`config.mk`:
```
export PLATFORM = sky130hd
export DESIGN_NAME = uart_rx
export DESIGN_NICKNAME = d
export VERILOG_FILES = /design/src/rtl/uart_pkg.sv /design/src/rtl/uart_rx_sync_ff.sv /design/src/rtl/uart_rx.sv
export SDC_FILE = /design/constraint.sdc
export NUM_CORES = 1
export LEC_CHECK = 0
export ABC_AREA = 1
export BUFFER_PORTS_ARGS = -buffer_cell sky130_fd_sc_hd__buf_2
export CAP_MARGIN = 10
export CORE_MARGIN = 1
export CORE_UTILIZATION = 25
export DETAILED_ROUTE_END_ITERATION = 10
export GPL_ROUTABILITY_DRIVEN = 0
export PLACE_DENSITY = 0.41
export SYNTH_ARGS = -nofsm -noshare
export SYNTH_HDL_FRONTEND = slang
export SYNTH_SLANG_ARGS = --single-unit
```
`constraint.sdc`:
```
create_clock -name clk -period 4.2 [get_ports clk]
set_input_delay 0.42 -clock clk [delete_from_list [all_inputs] [get_ports clk]]
set_output_delay 0.42 -clock clk [all_outputs]
set_load 0.01 [all_outputs]
```
`src/rtl/uart_pkg.sv`:
```
// uart_pkg - shared types and constants for the UART receiver (rev 1.0)
`default_nettype none

package uart_pkg;

  localparam int UART_DATA_BITS            = 8;
  localparam int UART_DEFAULT_CLKS_PER_BIT = 5208;

  typedef enum logic [1:0] {
    IDLE  = 2'd0,
    START = 2'd1,
    DATA  = 2'd2,
    STOP  = 2'd3
  } rx_state_t;

endpackage

`default_nettype wire

```
`src/rtl/uart_rx_sync_ff.sv`:
```
// sync_ff - multi-stage synchronizer with configurable preset value (rev 1.0)
`default_nettype none

module sync_ff #(
  parameter int   STAGES    = 2,
  parameter logic RESET_VAL = 1'b1
) (
  input  logic clk,
  input  logic rst,
  input  logic d,
  output logic q
);

  logic [STAGES-1:0] chain;

  always_ff @(posedge clk or posedge rst) begin
    if (rst) begin
      chain <= {STAGES{RESET_VAL}};
    end else begin
      chain <= {chain[STAGES-2:0], d};
    end
  end

  assign q = chain[STAGES-1];

endmodule

`default_nettype wire

```
`src/rtl/uart_rx.sv`:
```
// uart_rx - 8N1 UART receiver with midpoint sampling (rev 1.0)
// Define UART_RX_FRAME_ERR_EN to add the rx_frame_err strobe output.
`default_nettype none

module uart_rx
  import uart_pkg::*;
#(
  parameter int CLKS_PER_BIT = UART_DEFAULT_CLKS_PER_BIT,
  parameter int SYNC_STAGES  = 2
) (
  input  logic                      clk,
  input  logic                      rst,
  input  logic                      rx_serial,
  output logic [UART_DATA_BITS-1:0] rx_byte,
`ifdef UART_RX_FRAME_ERR_EN
  output logic                      rx_frame_err,
`endif
  output logic                      rx_dv
);

  localparam int CNT_W = $clog2(CLKS_PER_BIT);
  localparam int IDX_W = $clog2(UART_DATA_BITS);

  localparam logic [CNT_W-1:0] HALF_CNT = CNT_W'((CLKS_PER_BIT - 1) / 2);
  localparam logic [CNT_W-1:0] BIT_CNT  = CNT_W'(CLKS_PER_BIT - 1);
  localparam logic [CNT_W-1:0] CNT_ONE  = CNT_W'(1);
  localparam logic [IDX_W-1:0] LAST_IDX = IDX_W'(UART_DATA_BITS - 1);
  localparam logic [IDX_W-1:0] IDX_ONE  = IDX_W'(1);

  logic rxs;

  sync_ff #(
    .STAGES    (SYNC_STAGES),
    .RESET_VAL (1'b1)
  ) u_sync (
    .clk (clk),
    .rst (rst),
    .d   (rx_serial),
    .q   (rxs)
  );

  rx_state_t                 state, state_n;
  logic [CNT_W-1:0]          cnt, cnt_n;
  logic [IDX_W-1:0]          idx, idx_n;
  logic [UART_DATA_BITS-1:0] shift, shift_n;
  logic [UART_DATA_BITS-1:0] byte_n;
  logic                      dv_n;
`ifdef UART_RX_FRAME_ERR_EN
  logic                      ferr_n;
`endif

  always_ff @(posedge clk or posedge rst) begin
    if (rst) begin
      state   <= IDLE;
      cnt     <= '0;
      idx     <= '0;
      shift   <= '0;
      rx_byte <= '0;
      rx_dv   <= 1'b0;
    end else begin
      state   <= state_n;
      cnt     <= cnt_n;
      idx     <= idx_n;
      shift   <= shift_n;
      rx_byte <= byte_n;
      rx_dv   <= dv_n;
    end
  end

`ifdef UART_RX_FRAME_ERR_EN
  always_ff @(posedge clk or posedge rst) begin
    if (rst) begin
      rx_frame_err <= 1'b0;
    end else begin
      rx_frame_err <= ferr_n;
    end
  end
`endif

  always_comb begin
    state_n = state;
    cnt_n   = cnt;
    idx_n   = idx;
    shift_n = shift;
    byte_n  = rx_byte;
    dv_n    = 1'b0;
`ifdef UART_RX_FRAME_ERR_EN
    ferr_n  = 1'b0;
`endif

    case (state)
      IDLE: begin
        cnt_n = '0;
        idx_n = '0;
        if (!rxs) begin
          state_n = START;
        end
      end

      START: begin
        // A line that is high again at the start-bit midpoint was only a glitch.
        if (cnt == HALF_CNT) begin
          cnt_n = '0;
          idx_n = '0;
          state_n = rxs ? IDLE : DATA;
        end else begin
          cnt_n = cnt + CNT_ONE;
        end
      end

      DATA: begin
        if (cnt == BIT_CNT) begin
          cnt_n        = '0;
          shift_n[idx] = rxs;
          if (idx == LAST_IDX) begin
            state_n = STOP;
          end else begin
            idx_n = idx + IDX_ONE;
          end
        end else begin
          cnt_n = cnt + CNT_ONE;
        end
      end

      STOP: begin
        // Leaving at the stop-bit midpoint leaves half a bit to catch the next start edge.
        if (cnt == BIT_CNT) begin
          cnt_n   = '0;
          state_n = IDLE;
          if (rxs) begin
            byte_n = shift;
            dv_n   = 1'b1;
          end else begin
`ifdef UART_RX_FRAME_ERR_EN
            ferr_n = 1'b1;
`endif
          end
        end else begin
          cnt_n = cnt + CNT_ONE;
        end
      end

      default: begin
        state_n = IDLE;
      end
    endcase
  end

endmodule

`default_nettype wire

```
==> results.json, run 1 <==
{
  "synth.most_common_cell": "nand2_1",
  "tightest_slew_ns": 0.476,
  "start_util_pct": 26.0,
  "dp_hpwl_mm": 2.67,
  "cts_tree": "done",
  "grt_usage_pct": 11.1,
  "drt_iter0_drc": 96,
  "synth_enable_flop_cells": 0,
  "slowest_stage": "dfrtp_1",
  "period_minus_slack_ns": 1.56,
  "max_stage_delay_ns": 0.37,
  "grt_overflow": 0,
  "vias_per_cell": 4.11,
  "ctsResizeCount": 0,
  "core_um2": 7250,
  "ios": 12,
  "grt_pass1_vias": 1392,
  "ctsHoldBuffers": 0,
  "synthArstFlopShare_pct": 100,
  "drt-total-wl_mm": 3.70,
  "crit_chain": "ha_1 > nand2_2 > nor3_1 > nand3_1 > nand2_1 > nand2_1",
  "grt_max_degree": 38,
  "finish.utilization_pct": 29.6,
  "area_growth_syn_to_layout_pct": 14.0,
  "crit_buf_inv": 0,
  "place_inst": 343,
  "critPathLaunchType": "flop",
  "worstSkewPairLatency_ns": 0.29,
  "hold_violations": 0,
  "syn-num-nets": 239,
  "crit_path_frequent_cell": "nand2_1",
  "path_max_fanout": 9,
  "grt_pass1_wl_mm": 6.64,
  "cp_data_arrival_time_ns": 1.75,
  "nets": 257,
  "peakVddDrop_mv": 0.0839,
  "finalCritPeriodShare_pct": 37.3,
  "diodes": 0,
  "clk_pin_slew_ns": 0.08,
  "skew_ns": 0.0104,
  "cp.required_ns": 4.38,
  "syn_area_um2": 1880,
  "vias": 1443,
  "final_max_slew_viol_count": 0,
  "status": "complete, no violations",
  "cts_root_buf": "clkbuf_8",
  "drcViolationCount": 0,
  "clock-sinks": 37,
  "cts_inserted_buffers": 5,
  "worst_hold_slack_ns": 0.227,
  "tns_ns": 0,
  "syn_avg_cell_area_um2": 8.08,
  "cp-end-kind": "flop",
  "synth.largest_area_cell": "dfrtp_1",
  "power.density_nw_per_um2": 285,
  "wl_per_cell_um": 10.5,
  "ctsLongestPathBuffers": 2,
  "min_path_type": "in2async",
  "seq_area_frac_synth_pct": 49.3,
  "grt_setup_unrepaired": "false",
  "max_cap_viol_count": 0,
  "criticalPathCategory": "reg2reg",
  "finalSetupViolations": 0,
  "synthTopCellsByArea": "dfrtp_1 (47%), nand2_1 (14%), inv_1 (5.2%), nor2_1 (4.8%), dfstp_2 (2.8%)",
  "synth_top_area_share_pct": 46.5,
  "ys_ff_latch": 37,
  "dieArea_um2": 7880,
  "chipWidth_um": 88.8,
  "clock.fmax_mhz": 639,
  "drive_above_1_share_pct": 17.9,
  "cellLeakagePower_nw": 1.03,
  "netlist_instances": 233,
  "rows": 31,
  "detail-route-antenna-nets": 0,
  "synth.distinct_cells": 26,
  "relSlewSlack_pct": 68.2,
  "synth_commonest_cells": "nand2_1 (71), dfrtp_1 (35), inv_1 (26)",
  "port_buffers": 11,
  "antenna_found_initial": 0,
  "htreeDepth": 2,
  "stdcell_count": 351,
  "cp_top_family": "simple AND/OR/NAND/NOR gates",
  "die-height_um": 88.8,
  "ys_warn_count": 0,
  "cts_setup_buffers": 0,
  "synth-main-ff-cell": "dfrtp_1",
  "dr.pass1.iters": 4
}
-- final timing paths --
path                                  from         endpoint  slack, ns  depth (start not counted)
min in group clk                 rx_serial  u_sync.chain[0]       0.23                          1
min reg2reg                u_sync.chain[0]  u_sync.chain[1]       0.36                          0
max                                 cnt[0]       rx_byte[1]       2.64                          6
max reg2reg                         cnt[0]       rx_byte[1]       2.64                          6
min                                    rst         shift[6]       0.23                          3
max in group asynchronous              rst  u_sync.chain[0]       3.62                          3
-- layout by cell type (no fill, tap or decap), types with 4 or more instances in the layout --
cell | synthesis | routed
dfrtp_1 | 35 | 35
inv_1 | 26 | 26
nor2_1 | 24 | 24
clkbuf_8 | 0 | 5
nor3_1 | 10 | 10
nand4_1 | 4 | 4
o21ai_1 | 7 | 7
inv_2 | 4 | 4
o21ai_0 | 8 | 8
a21oi_1 | 6 | 6
nand3_1 | 8 | 8
buf_2 | 1 | 11
nand2_1 | 71 | 71
-- cell families (layout without fill, tap and decap cells) --
logic type | count (synthesis) | in the layout | synth area share (%)
adder cells (fa/ha/maj) | 3 | 3 | 1.99
AO/OA/AOI/OAI | 23 | 23 | 6.51
XOR/XNOR | 3 | 3 | 1.40
flip-flops | 37 | 37 | 49.3
AND/OR/NAND/NOR | 135 | 135 | 34.2
buffers and inverters | 32 | 51 | 6.58
-- per-stage QoR --
| stage | power, mW | area (um^2) | setup slack [ns] |
|---|---|---|---|
| 3_5_place_dp | 0.377 | 2060 | 2.59 |
| 2_1_floorplan | 0.372 | 1880 | 2.82 |
| 5_1_grt | 0.643 | 2150 | 2.38 |
| 6_report | 0.612 | 2150 | 2.64 |
| 4_1_cts | 0.624 | 2150 | 2.60 |
| 3_3_place_gp | 0.377 | 2060 | 2.60 |
-- tightest hold or removal path: stages --
cell	delay (ns)
buf_2	0.09
inv_1	0.04
buf_4	0.41
-- flip-flops by register name (all words and copies together), names as in the netlist, named ones only --
name / cells
cnt: 13
rx_byte: 8
shift: 8
idx: 3
u_sync.chain: 2
rx_dv: 1
state: 1
-- power breakdown --
part	switching (mW)	leakage (nW)	internal [mW]	total, mW
Clock	0.128	0.0450	0.115	0.243
Sequential	0.000362	0.495	0.358	0.358
Combinational	0.00925	0.487	0.00160	0.0108
-- metal layers --
layer / track usage, % / wire [um] / share of wire [%]
met3: 2.89 / 99 / 2.7
met1: 15.1 / 1940 / 52
met5: 0 / 0 / 0
met4: 4.40 / 75 / 2.0
met2: 16.9 / 1590 / 43
-- layout make-up --
| class | count | area (um^2) |
|---|---|---|
| clock inverter | 2 | 10.0 |
| tap | 99 | 124 |
| inverter | 31 | 119 |
| clock buffer | 6 | 72.6 |
| timing repair buffer | 12 | 62.6 |
| multi-input combinational | 164 | 831 |
| fill | 794 | 5110 |
| sequential | 37 | 928 |
No activity file was read; power rests on OpenSTA's default activity.
==> run 2, diff against run 1 <==
--- a/config.mk
+++ b/config.mk
@@ -5,14 +5,14 @@
 export SDC_FILE = /design/constraint.sdc
 export NUM_CORES = 1
 export LEC_CHECK = 0
-export ABC_AREA = 1
+export ABC_AREA = 0
 export BUFFER_PORTS_ARGS = -buffer_cell sky130_fd_sc_hd__buf_2
 export CAP_MARGIN = 10
 export CORE_MARGIN = 1
 export CORE_UTILIZATION = 25
 export DETAILED_ROUTE_END_ITERATION = 10
 export GPL_ROUTABILITY_DRIVEN = 0
-export PLACE_DENSITY = 0.41
+export PLACE_DENSITY = 0.42
 export SYNTH_ARGS = -nofsm -noshare
 export SYNTH_HDL_FRONTEND = slang
 export SYNTH_SLANG_ARGS = --single-unit
==> constraint.sdc (replaced) <==
create_clock -name clk -period 1.3 [get_ports clk]
set_input_delay 0.13 -clock clk [delete_from_list [all_inputs] [get_ports clk]]
set_output_delay 0.13 -clock clk [all_outputs]
set_load 0.01 [all_outputs]
==> run 2 against run 1 <==
  * The run now ends with negative setup slack left
  * Largest power group unchanged
  * Die area is 4.0% lower
  * Routed wire length rose by 8.5%
  * Utilization grew 6.8 points
  * First-iteration DRC count fell by 31%
  * Hold slack improved by 0.13 ns
  * Clock power rose to 3.3 times the previous value
  * Register-to-register slack worse by 3.1 ns
  * Design area rose by 17%
  * Synthesized cell count down 32%
  * Final cell count shrank 14%
  * Sequential power rose to 3.2 times the previous value
  * Critical path depth down 1
==> results.json, run 2 <==
{
  "cts_tree": "done",
  "violations": "negative setup slack",
  "die-height_um": 87.0,
  "met1_usage_pct": 15.7,
  "synth.distinct_cells": 38,
  "relSlewSlack_pct": 78.3,
  "synth_top_area_share_pct": 48.5,
  "ios": 12,
  "drt-total-wl_mm": 4.02,
  "largest-register": "cnt",
  "synth.most_common_cell": "dfrtp_1",
  "cts_inserted_buffers": 5,
  "r2r_end": "shift[5]",
  "dp_slack_ns": -0.553,
  "grt_pass1_wl_mm": 7.13,
  "rr_worst_depth": 5,
  "clock-sinks": 37,
  "clock.fmax_mhz": 564,
  "status": "complete, but fails checks",
  "grt_max_degree": 38,
  "min_path_type": "reg2reg",
  "synth.largest_area_cell": "dfrtp_1",
  "skew_ns": 0.00914,
  "grt_use_met2_pct": 20.2,
  "synthArstFlopShare_pct": 100,
  "tightest_slew_ns": 0.322,
  "synth-main-ff-cell": "dfrtp_1",
  "most-common-layout-cells": "dfrtp_1 (35), buf_4 (31), nor2_1 (19), mux2_4 (12)",
  "grt_setup_unrepaired": "true",
  "area_growth_syn_to_layout_pct": 38.6,
  "criticalPathCategory": "reg2reg",
  "core_um2": 6870,
  "htreeDepth": 2,
  "antenna_found_initial": 0,
  "diodes": 0,
  "synthTopCellsByArea": "dfrtp_1 (48%), mux2_2 (10%), nor2_1 (3.9%), nand3_1 (3.0%), dfstp_2 (2.9%)",
  "synth_commonest_cells": "dfrtp_1 (35), nor2_1 (19), mux2_2 (16)",
  "cp-end-kind": "flop",
  "fin_ws_ns": -0.474,
  "start_util_pct": 26.3,
  "dieArea_um2": 7570,
  "max_cap_viol_count": 0,
  "chipWidth_um": 87.0,
  "grt_pass1_vias": 1422,
  "crit_start": "cnt[1]",
  "largest_register_ffs": 13,
  "grt_usage_pct": 12.5,
  "r2r-start": "cnt[1]",
  "stdcell_count": 302,
  "path_depth": 5,
  "cellLeakagePower_nw": 1.14,
  "wl_per_cell_um": 13.3,
  "cp_data_arrival_time_ns": 1.95,
  "finalPower_mw": 2.00,
  "netlist_instances": 158,
  "slowest_stage": "dfrtp_1",
  "nets": 211,
  "dp_hpwl_mm": 2.69,
  "syn_area_um2": 1810,
  "finish.utilization_pct": 36.4,
  "cp.required_ns": 1.48,
  "synth_enable_flop_cells": 0,
  "peakVddDrop_mv": 0.291,
  "syn_avg_cell_area_um2": 11.4,
  "hold_violations": 0,
  "crit_buf_inv": 0,
  "path_max_fanout": 6,
  "grt_overflow": 0,
  "power.density_nw_per_um2": 798,
  "seq_area_frac_synth_pct": 51.4,
  "ys_ff_latch": 37,
  "ctsLongestPathBuffers": 2,
  "hold_start": "u_sync.chain[0]",
  "dr.pass1.iters": 4,
  "grt.busiest_layer": "met2",
  "rows": 30,
  "vias": 1369,
  "cts_root_buf": "clkbuf_8",
  "finalCritPeriodShare_pct": 136,
  "cp_top_family": "simple AND/OR/NAND/NOR gates",
  "worstSkewPairLatency_ns": 0.29,
  "syn-num-nets": 164,
  "clk_pin_slew_ns": 0.07,
  "r2r_setup_slack_ns": -0.47,
  "drt_iter0_drc": 66,
  "reg.largest.list": "cnt: 13 flops, rx_byte: 8 flops, shift: 8 flops",
  "worst_hold_slack_ns": 0.359,
  "port_buffers": 11,
  "critPathLaunchType": "flop",
  "ys_warn_count": 0,
  "max_stage_delay_ns": 0.40,
  "drive_above_1_share_pct": 45.1,
  "vias_per_cell": 4.53,
  "place_inst": 288,
  "final_max_slew_viol_count": 0,
  "crit_path_end": "shift[5]",
  "period_minus_slack_ns": 1.77,
  "crit_chain": "ha_4 > and4bb_4 > nand4_4 > nor4b_4 > mux2_2",
  "final_common_cell": "dfrtp_1",
  "detail-route-antenna-nets": 0,
  "drcViolationCount": 0,
  "finalSetupViolations": 35,
  "grt_use_met3_pct": 3.70
}
==> run 2: worst min path at each step <==
| stage | end | depth (start not counted) |
|---|---|---|
| after global placement | cnt[11] | 3 |
| after CTS | u_sync.chain[1] | 0 |
| final | u_sync.chain[1] | 0 |
| after floorplan | u_sync.chain[0] | 0 |
| after global routing | u_sync.chain[1] | 0 |
| after detailed placement | cnt[11] | 3 |
==> run 2: power by group <==
part	total, mW	internal [mW]	switching (mW)	leakage [nW]
registers	1.16	1.16	0.00125	0.495
logic	0.0445	0.0149	0.0297	0.599
clock network	0.797	0.372	0.425	0.0450
==> run 2: cell type report <==
class | instances | area (um^2)
multi-input cells | 110 | 991
clock inverters | 2 | 10.0
fillers | 672 | 4370
flip-flops and latches | 37 | 928
repair buffers | 48 | 370
clock buffers | 6 | 72.6
inverters | 3 | 11.3
well taps | 96 | 120
==> run 2: kinds of logic after synthesis <==
family	count (synthesis)	share of synthesized area, %
fa+ha+maj	3	2.08
mux	17	10.7
simple gates	70	23.2
flops	37	51.4
compound gates	7	3.53
xor+xnor	12	5.82
buf+inv	12	3.26
==> run 2: per-layer routing <==
metal | wire (um) | part of all wire [%] | up-vias
met5 | 0 | 0 | -
met4 | 69 | 1.7 | 0
met3 | 122 | 3.0 | 6
met2 | 1950 | 49 | 24
met1 | 1880 | 47 | 687
li1 | - | - | 652
==> run 2: repair_timing <==
item                                    CTS  global route
hold buffers                              2             0
endpoints found under the setup margin   35            35
pin swaps                                 4             6
buffers inserted                          2             1
gates cloned                              1             0
hold endpoints to repair                 36             0
resized for setup                         7             4
==> run 2: metrics by stage <==
step                setup TNS (ns)  instance area (um^2)
floorplan                   -11.45                  1910
global placement            -14.31                  2300
detailed placement          -14.61                  2300
CTS                         -14.91                  2470
global route                -17.50                  2500
finish                      -14.32                  2500
